## src/rtl/mux_scan_pkg.sv

```systemverilog
// -----------------------------------------------------------------------------
// mux_scan_pkg
//
// Shared definitions for the 16:1 mux scan sequencer:
//   CHAN_N        number of mux channels
//   SEL_W         width of the mux select
//   state_e       sequencer states (IDLE, SCAN, DONE)
//   next_bit_t    result of the channel search (found flag + channel index)
//   next_set_bit  lowest set mask bit strictly above a signed start index;
//                 an index of -1 searches the whole mask
// -----------------------------------------------------------------------------
package mux_scan_pkg;

    localparam int CHAN_N = 16;
    localparam int SEL_W  = 4;

    typedef enum logic [1:0] {
        IDLE = 2'd0,
        SCAN = 2'd1,
        DONE = 2'd2
    } state_e;

    typedef struct packed {
        logic             found;
        logic [SEL_W-1:0] idx;
    } next_bit_t;

    // Walk from the top channel down so the last hit is the lowest
    // qualifying bit, giving a plain priority encoder after synthesis.
    function automatic next_bit_t next_set_bit(
        input logic        [CHAN_N-1:0] mask,
        input logic signed [SEL_W:0]    idx
    );
        next_bit_t res;
        res.found = 1'b0;
        res.idx   = '0;
        for (int i = CHAN_N - 1; i >= 0; i--) begin
            if (mask[i] && (i > int'(idx))) begin
                res.found = 1'b1;
                res.idx   = i[SEL_W-1:0];
            end
        end
        return res;
    endfunction

endpackage

```

## src/rtl/mux_scan_next.sv

```systemverilog
// -----------------------------------------------------------------------------
// mux_scan_next
//
// Combinational priority finder: reports the lowest enabled channel strictly
// above idx. Driving idx with -1 returns the first enabled channel.
//
// Ports:
//   mask   in  CHAN_N   channel enables
//   idx    in  SEL_W+1  signed start index (exclusive); -1 = search all
//   found  out 1        a qualifying channel exists
//   nxt    out SEL_W    that channel (0 when found=0)
// -----------------------------------------------------------------------------
module mux_scan_next
    import mux_scan_pkg::*;
(
    input  logic        [CHAN_N-1:0] mask,
    input  logic signed [SEL_W:0]    idx,
    output logic                     found,
    output logic        [SEL_W-1:0]  nxt
);

    next_bit_t res;

    always_comb begin
        res   = next_set_bit(mask, idx);
        found = res.found;
        nxt   = res.idx;
    end

endmodule

```

## src/rtl/mux16_scan_ctrl.sv

```systemverilog
// -----------------------------------------------------------------------------
// mux16_scan_ctrl
//
// Sequencer for the 16:1 mux benchmark datapath. On an accepted start it
// steps the mux select through the enabled channels, holds each one for
// dwell+1 cycles, samples mux_out on the last cycle of each hold into
// frame[sel], then presents the frame on a valid/ready handshake.
//
// Optional feature (define MUX_SCAN_PARITY_EN): adds output frame_par, the
// XOR of all frame bits, registered and updated as frame_valid rises.
//
// Ports:
//   clk          in   rising-edge clock
//   rst_n        in   asynchronous active-low reset
//   start        in   begin one scan (only honoured in IDLE)
//   chan_mask    in   16 channel enables, latched at accepted start
//   dwell        in   DWELL_W extra settle cycles per channel, latched at start
//   sel          out  4-bit mux select (registered)
//   mux_dis      out  mux force-inactive (registered), low only while scanning
//   mux_out      in   mux output, sampled synchronously
//   busy         out  high in every state except IDLE
//   frame        out  16-bit assembled frame; masked channels read 0
//   frame_valid  out  frame available
//   frame_ready  in   consumer accepts frame
//   frame_par    out  (MUX_SCAN_PARITY_EN only) parity of frame
// -----------------------------------------------------------------------------
module mux16_scan_ctrl
    import mux_scan_pkg::*;
#(
    parameter int DWELL_W = 4
) (
    input  logic               clk,
    input  logic               rst_n,
    input  logic               start,
    input  logic [CHAN_N-1:0]  chan_mask,
    input  logic [DWELL_W-1:0] dwell,
    output logic [SEL_W-1:0]   sel,
    output logic               mux_dis,
    input  logic               mux_out,
    output logic               busy,
    output logic [CHAN_N-1:0]  frame,
    output logic               frame_valid,
    input  logic               frame_ready
`ifdef MUX_SCAN_PARITY_EN
    ,
    output logic               frame_par
`endif
);

    state_e               state_q,   state_d;
    logic [SEL_W-1:0]     sel_q,     sel_d;
    logic                 mux_dis_q, mux_dis_d;
    logic [CHAN_N-1:0]    frame_q,   frame_d;
    logic [CHAN_N-1:0]    mask_q,    mask_d;
    logic [DWELL_W-1:0]   dwell_q,   dwell_d;
    logic [DWELL_W-1:0]   cnt_q,     cnt_d;

    logic                 find_found;
    logic [SEL_W-1:0]     find_nxt;
    logic [CHAN_N-1:0]    find_mask;
    logic signed [SEL_W:0] find_idx;

    // In IDLE the search runs on the live mask from -1 so the first channel
    // is known in the same cycle the mask is latched; while scanning it runs
    // on the latched mask from the current select.
    assign find_mask = (state_q == IDLE) ? chan_mask : mask_q;
    assign find_idx  = (state_q == IDLE) ? '1 : $signed({1'b0, sel_q});

    mux_scan_next u_next (
        .mask  (find_mask),
        .idx   (find_idx),
        .found (find_found),
        .nxt   (find_nxt)
    );

    always_comb begin
        state_d   = state_q;
        sel_d     = sel_q;
        mux_dis_d = mux_dis_q;
        frame_d   = frame_q;
        mask_d    = mask_q;
        dwell_d   = dwell_q;
        cnt_d     = cnt_q;

        case (state_q)
            IDLE: begin
                if (start) begin
                    mask_d  = chan_mask;
                    dwell_d = dwell;
                    frame_d = '0;
                    cnt_d   = dwell;
                    if (find_found) begin
                        state_d   = SCAN;
                        sel_d     = find_nxt;
                        mux_dis_d = 1'b0;
                    end else begin
                        state_d   = DONE;
                    end
                end
            end

            SCAN: begin
                if (cnt_q == '0) begin
                    // Last cycle of this channel's hold: the mux has had
                    // dwell+1 cycles to settle, so take the sample now.
                    frame_d[sel_q] = mux_out;
                    if (find_found) begin
                        sel_d = find_nxt;
                        cnt_d = dwell_q;
                    end else begin
                        state_d   = DONE;
                        mux_dis_d = 1'b1;
                    end
                end else begin
                    cnt_d = cnt_q - DWELL_W'(1);
                end
            end

            DONE: begin
                // start is deliberately not looked at here, even in the
                // handshake cycle; a new scan needs a visit to IDLE.
                if (frame_ready) begin
                    state_d = IDLE;
                    sel_d   = '0;
                end
            end

            default: begin
                state_d   = IDLE;
                sel_d     = '0;
                mux_dis_d = 1'b1;
            end
        endcase
    end

    always_ff @(posedge clk or negedge rst_n) begin
        if (!rst_n) begin
            state_q   <= IDLE;
            sel_q     <= '0;
            mux_dis_q <= 1'b1;
            frame_q   <= '0;
            mask_q    <= '0;
            dwell_q   <= '0;
            cnt_q     <= '0;
        end else begin
            state_q   <= state_d;
            sel_q     <= sel_d;
            mux_dis_q <= mux_dis_d;
            frame_q   <= frame_d;
            mask_q    <= mask_d;
            dwell_q   <= dwell_d;
            cnt_q     <= cnt_d;
        end
    end

`ifdef MUX_SCAN_PARITY_EN
    logic frame_par_q, frame_par_d;

    // Parity is taken from the frame value being written as DONE is entered,
    // so it lines up with the first cycle of frame_valid.
    always_comb begin
        frame_par_d = frame_par_q;
        if ((state_d == DONE) && (state_q != DONE)) begin
            frame_par_d = ^frame_d;
        end
    end

    always_ff @(posedge clk or negedge rst_n) begin
        if (!rst_n) begin
            frame_par_q <= 1'b0;
        end else begin
            frame_par_q <= frame_par_d;
        end
    end

    assign frame_par = frame_par_q;
`endif

    assign sel         = sel_q;
    assign mux_dis     = mux_dis_q;
    assign frame       = frame_q;
    assign busy        = (state_q != IDLE);
    assign frame_valid = (state_q == DONE);

endmodule

```

## config.mk

```make
export PLATFORM = sky130hd
export DESIGN_NAME = mux16_scan_ctrl
export DESIGN_NICKNAME = d
export VERILOG_FILES = /design/src/rtl/mux_scan_pkg.sv /design/src/rtl/mux_scan_next.sv /design/src/rtl/mux16_scan_ctrl.sv
export SDC_FILE = /design/constraint.sdc
export NUM_CORES = 1
export LEC_CHECK = 0
export CAP_MARGIN = 20
export CORE_MARGIN = 2
export CORE_UTILIZATION = 50
export CTS_BUF_LIST = sky130_fd_sc_hd__clkbuf_4
export DETAILED_ROUTE_END_ITERATION = 6
export GPL_TIMING_DRIVEN = 0
export PLACE_DENSITY = 0.75
export SYNTH_ARGS = -nofsm -noshare
export SYNTH_HDL_FRONTEND = slang
export SYNTH_SLANG_ARGS = --single-unit
export TNS_END_PERCENT = 50
```

## constraint.sdc

```tcl
create_clock -name clk -period 2.3 [get_ports clk]
set_input_delay 0.23 -clock clk [delete_from_list [all_inputs] [get_ports clk]]
set_output_delay 0.23 -clock clk [all_outputs]
set_load 0.05 [all_outputs]
```

# Word-level counts from Yosys, hierarchy flattened
# Cells that the tools add are included.
[word_totals]
reg_bits = 47
in_bits = 25
out_inout_bits = 23
elab_cells = 106
[op_classes]
add_sub_neg = 1
bitwise = 1
n_reduce_logical = 27
n_eq_ne = 8
magnitude_cmp = 18
muxes = 44
[op_table]
columns = ["op", "count"]
rows = [
  ["2-to-1 mux 5 bit", 17],
  ["2-to-1 mux 16 bit", 3],
  ["> comparator 5 bit, first input constant", 8],
  ["one-hot mux 16 bit (2 select lines)", 1],
  ["2-to-1 mux 4 bit", 7],
  ["> comparator 4 x 5 -> 1 bit, first input constant", 4],
  ["logical AND 1 bit", 17],
  ["bitwise mux 16 bit", 1],
  ["one-hot mux 4 bit (3 select lines)", 1],
  ["> comparator 3 x 5 -> 1 bit, first input constant", 2],
  ["2-to-1 mux 2 bit", 5],
  ["AND reduction 3 bit", 3],
  ["one-hot mux 4 bit (2 select lines)", 1],
  ["inequality test 2 bit, second input constant", 3],
  ["one-hot mux 2 bit (3 select lines)", 1],
  ["> comparator 1 x 5 -> 1 bit, first input constant", 1],
  ["> comparator 2 x 5 -> 1 bit, first input constant", 1],
  ["less-than comparator 4 x 5 -> 1 bit, second input constant", 1],
  ["2-to-1 mux 1 bit", 5],
  ["AND reduction 5 bit", 1],
  ["demux 1 bit (select 4 bit)", 1],
  ["greater-or-equal comparator 4 x 1 -> 1 bit, second input constant", 1],
  ["logical NOT 4 bit", 1],
  ["inequality test 2 x 1 -> 1 bit, second input constant", 2],
  ["other kinds (10)", 11],
]

# Logic depth before layout (Yosys ltp)
[depth]
depth_word = 23
depth_mapped = 10
ltp_nobuf = 8

# By module
# A second synthesis with hierarchy kept.
[unflattened]
hier_cells = 295
area_unflattened_um2 = 2931.6
[by_module_without_submodules]
columns = ["mod", "cells_per_inst", "instances", "seq_area_each_um2", "area_each_um2"]
rows = [
  ["mux16_scan_ctrl", 223, 1, 1177.4, 2443.6],
  ["mux_scan_next", 72, 1, 0.0, 488.0],
]

# Worst setup path before layout
# Ideal clock, no wire load.
[synth_path]
path_type = "register -> register"
from = "register cnt_q[0]"
to = "register frame_q[12], in the netlist frame[12]"
period_less_slack_ns = 2.237
required_ns = 2.167
setup_time_ns = 0.133
arrival_ns = 2.104
path_buffers = 3
stages_incl_launch_ff = 11
setup_slack_ns = 0.063
cell_sequence = "dfrtp_1 inv_1 ha_1 or3b_1 buf_2 or2_1 buf_6 a21o_4 buf_2 o21ai_1 o41ai_2"
[synth_via]
elab_chain_len = 3
[synth_lines]
columns = ["element", "line_no", "text"]
rows = [
  ["start, declared", "mux16_scan_ctrl.sv:56", "logic [DWELL_W-1:0] cnt_q, cnt_d;"],
  ["start signal, assigned", "mux16_scan_ctrl.sv:152", "cnt_q <= cnt_d;"],
  ["logical NOT 4 bit", "mux16_scan_ctrl.sv:103", "if (cnt_q == '0) begin"],
  ["inequality test 2 bit (no line)", "--", ""],
  ["AND reduction 3 bit (no line)", "--", ""],
  ["end signal, assigned", "mux16_scan_ctrl.sv:149", "frame_q <= frame_d;"],
  ["end, declared", "mux16_scan_ctrl.sv:53", "logic [CHAN_N-1:0] frame_q, frame_d;"],
]
# No other way between the ends.
# A chain may end at the register's enable or synchronous reset.

# Worst setup path after layout
[layout_path]
from = "register cnt_q[0]"
to = "register frame_q[13], in the netlist frame[13]"
# The elaborated chain is that of the path after synthesis.

==> flow_metrics.tcl <==
set metrics [dict create \
    outcome "finished clean" \
    critPathLaunchType "register" \
    finalInstanceArea_um2 3790 \
    setup_violations 0 \
    antenna_found_initial 0 \
    reg2reg_from "cnt_q[0]" \
    tightest_slew_ns 0.648 \
    hold_violations 0 \
    cp_num_buf_inv 3 \
    arrival_ns 2.55 \
    grt_pass1_vias 2642 \
    worst_slew_margin_rel_pct 56.7 \
    dpl_cell_area_um2 3420 \
    final_max_slew_viol_count 0 \
    cts_htree_levels 2 \
    cts_inserted_buffers 5 \
    fin_crit_sh_pct 98.4 \
    drc_errors 0 \
    port_buffers 47 \
    detail-route-antenna-nets 0 \
    grt_max_degree 30 \
    slowest_delay_ns 0.42 \
    cts_buffer_depth 2 \
    cts_sinks 46 \
    fmax_mhz 442 \
    avgSynthCellArea_um2 9.42 \
    cts_tree "done" \
    ys_top_cells_by_area "dfrtp_1, mux2_2, o21ai_0" \
    finalCriticalPeriod_ns 2.26 \
    r2r_cells 9 \
    rsz0062_at_grt "true" \
    finalWorstSetupSlack_ns 0.0358 \
    groute.usage.overall_pct 26.4 \
    nets 395 \
    num_vias 2754 \
    area_growth_pct 33.1 \
    drt_wl_total_um 8160 \
    worstReg2RegEnd "frame[13]" \
    grt.overflow.total 0 \
    yosysTopAreaCell "dfrtp_1" \
    ys_seq_area_share_pct 40.5 \
    final_cells 442 \
    synth_nets 328 \
    power_density_nw_per_um2 1530 \
    dieArea_um2 6310 \
    coreArea_um2 5510 \
    diodes 0 \
    ys_types 67 \
    viasPerCell 6.23 \
    async_flop_share_pct 100 \
    pin_count 48 \
    placed_cells 422 \
    cp_top_family "simple AND/OR/NAND/NOR gates" \
    whs_ns 0.300 \
    crit_type "register to register" \
    ys_warn_count 0 \
    final_cell_mix "dfrtp_1, clkdlybuf4s50_1, a21oi_1" \
    initial_core_util_pct 51.7 \
    syn_inst 302 \
    maxCapViolations 0 \
    root_buffer "clkbuf_4" \
    num_rows 27 \
    cpMaxStageDelayCell "dfrtp_1" \
    path_clk_slew_ns 0.15 \
    hold_path.class "input pin to asynchronous set/reset pin" \
    peakVddDrop_mv 0.653 \
    synth_edf_count 0 \
    finClkSkew_ns 0.0159 \
    drtPass1Iterations 5 \
    grt_pass1_wl_um 12900 \
    dp_slack_ns -0.148 \
    synthFlopType "dfrtp_1" \
    crit_chain "inv_2, ha_4, or3b_4, or2_1, buf_6, a21o_4, buf_6, o21ai_0, o31ai_1" \
    fp.dieW_um 79.4 \
    required_ns 2.58 \
    drive_gt1_share_pct 25.1 \
    synth.cell_area_um2 2850 \
    gp_congestion 0.905 \
    crit_fanout 10 \
    wire_per_inst_um 18.5 \
    dp_hpwl_um 5640 \
    die_y_um 79.4 \
    endpoint_kind "register" \
    yosys_register_bits 46 \
    leakage_uw 0.00150 \
    drtIter0Drc 250 \
    crit_path_frequent_cell "buf_6" \
    rrSetupSlack_ns 0.04 \
    yosysTopAreaCellShare_pct 39.6 \
    insertion_delay_ns 0.39 \
]
synth_stat cells, types with 5 or more instances:
cell type,n
nand4_1,5
o21ai_1,6
nor2b_1,8
inv_1,10
o31ai_1,6
nand2_1,16
nand3_1,7
buf_2,9
a21oi_1,30
clkbuf_1,9
nor3b_1,6
dfrtp_1,45
o21ai_0,31
mux2_2,19
nor2_1,12
through the flow:
stage	setup TNS, ns	utilization, %	power [uW]
2_1_floorplan	0	-	3780
3_3_place_gp	-15.69	61.8	4630
3_5_place_dp	-1.76	62.1	4710
4_1_cts	0	64.7	5340
5_1_grt	-0.0753	68.8	6150
6_report	0	68.8	5790
how the worst max path moves through the flow:
| stage | from | to | slack, ns | cells after the start |
|---|---|---|---|---|
| after floorplan | cnt_q[0] | frame[12] | 0.06 | 10 |
| after global placement | rst_n | frame[9] | -0.32 | 1 |
| after detailed placement | cnt_q[0] | frame[4] | -0.15 | 10 |
| after CTS | cnt_q[1] | frame[9] | 0.02 | 9 |
| after global routing | state_q[1] | cnt_q[1] | -0.02 | 7 |
| final | cnt_q[0] | frame[13] | 0.04 | 9 |
repair_timing:
item,CTS,global route
endpoints found under the setup margin,23,42
gates resized for setup,14,44
pin swaps,2,8
hold buffers,1,0
setup buffers,3,8
gates cloned,0,2
hold endpoints to repair,17,0
report_power, final:
part	switching [uW]	internal, uW	total, uW	leakage (uW)
Sequential	261	1160	1420	0.000583
Combinational	2270	1570	3850	0.000868
Clock	292	231	523	0.0000456
Total	2830	2970	5790	0.00150
registers in the layout, indices dropped and copies added (netlist names):
register / cells
mux_dis: 1
mask_q: 15
dwell_q: 4
frame: 16
sel: 4
cnt_q: 4
state_q: 2
cell type report:
cell class,count,area (um^2)
fillers,433,1720
multi-input cells,223,1690
flip-flops and latches,46,1150
repair buffers,61,597
plain buffers,21,128
well taps,72,90.1
clock inverters,3,43.8
inverters,11,43.8
clock buffers,5,37.5
per-layer routing:
metal	part of all wire (%)	vias to the layer above	global-route usage [%]	wire, um
met5	0	-	0	0
met4	2.9	0	12.6	238
met3	6.3	23	4.41	512
met2	46	120	38.7	3740
met1	45	1335	37.9	3670
li1	-	1276	-	-
logic make-up (layout without fill, tap and decap cells):
group | count (synthesis) | in the layout | synth area share, %
buffers and inverters | 34 | 101 | 5.41
AOI/OAI and AO/OA | 118 | 118 | 28.5
and+or+nand+nor | 82 | 83 | 17.0
DFF | 46 | 46 | 40.5
muxes | 21 | 21 | 8.22
adders and majority gates | 1 | 1 | 0.440
No activity file was read; power rests on OpenSTA's default activity.
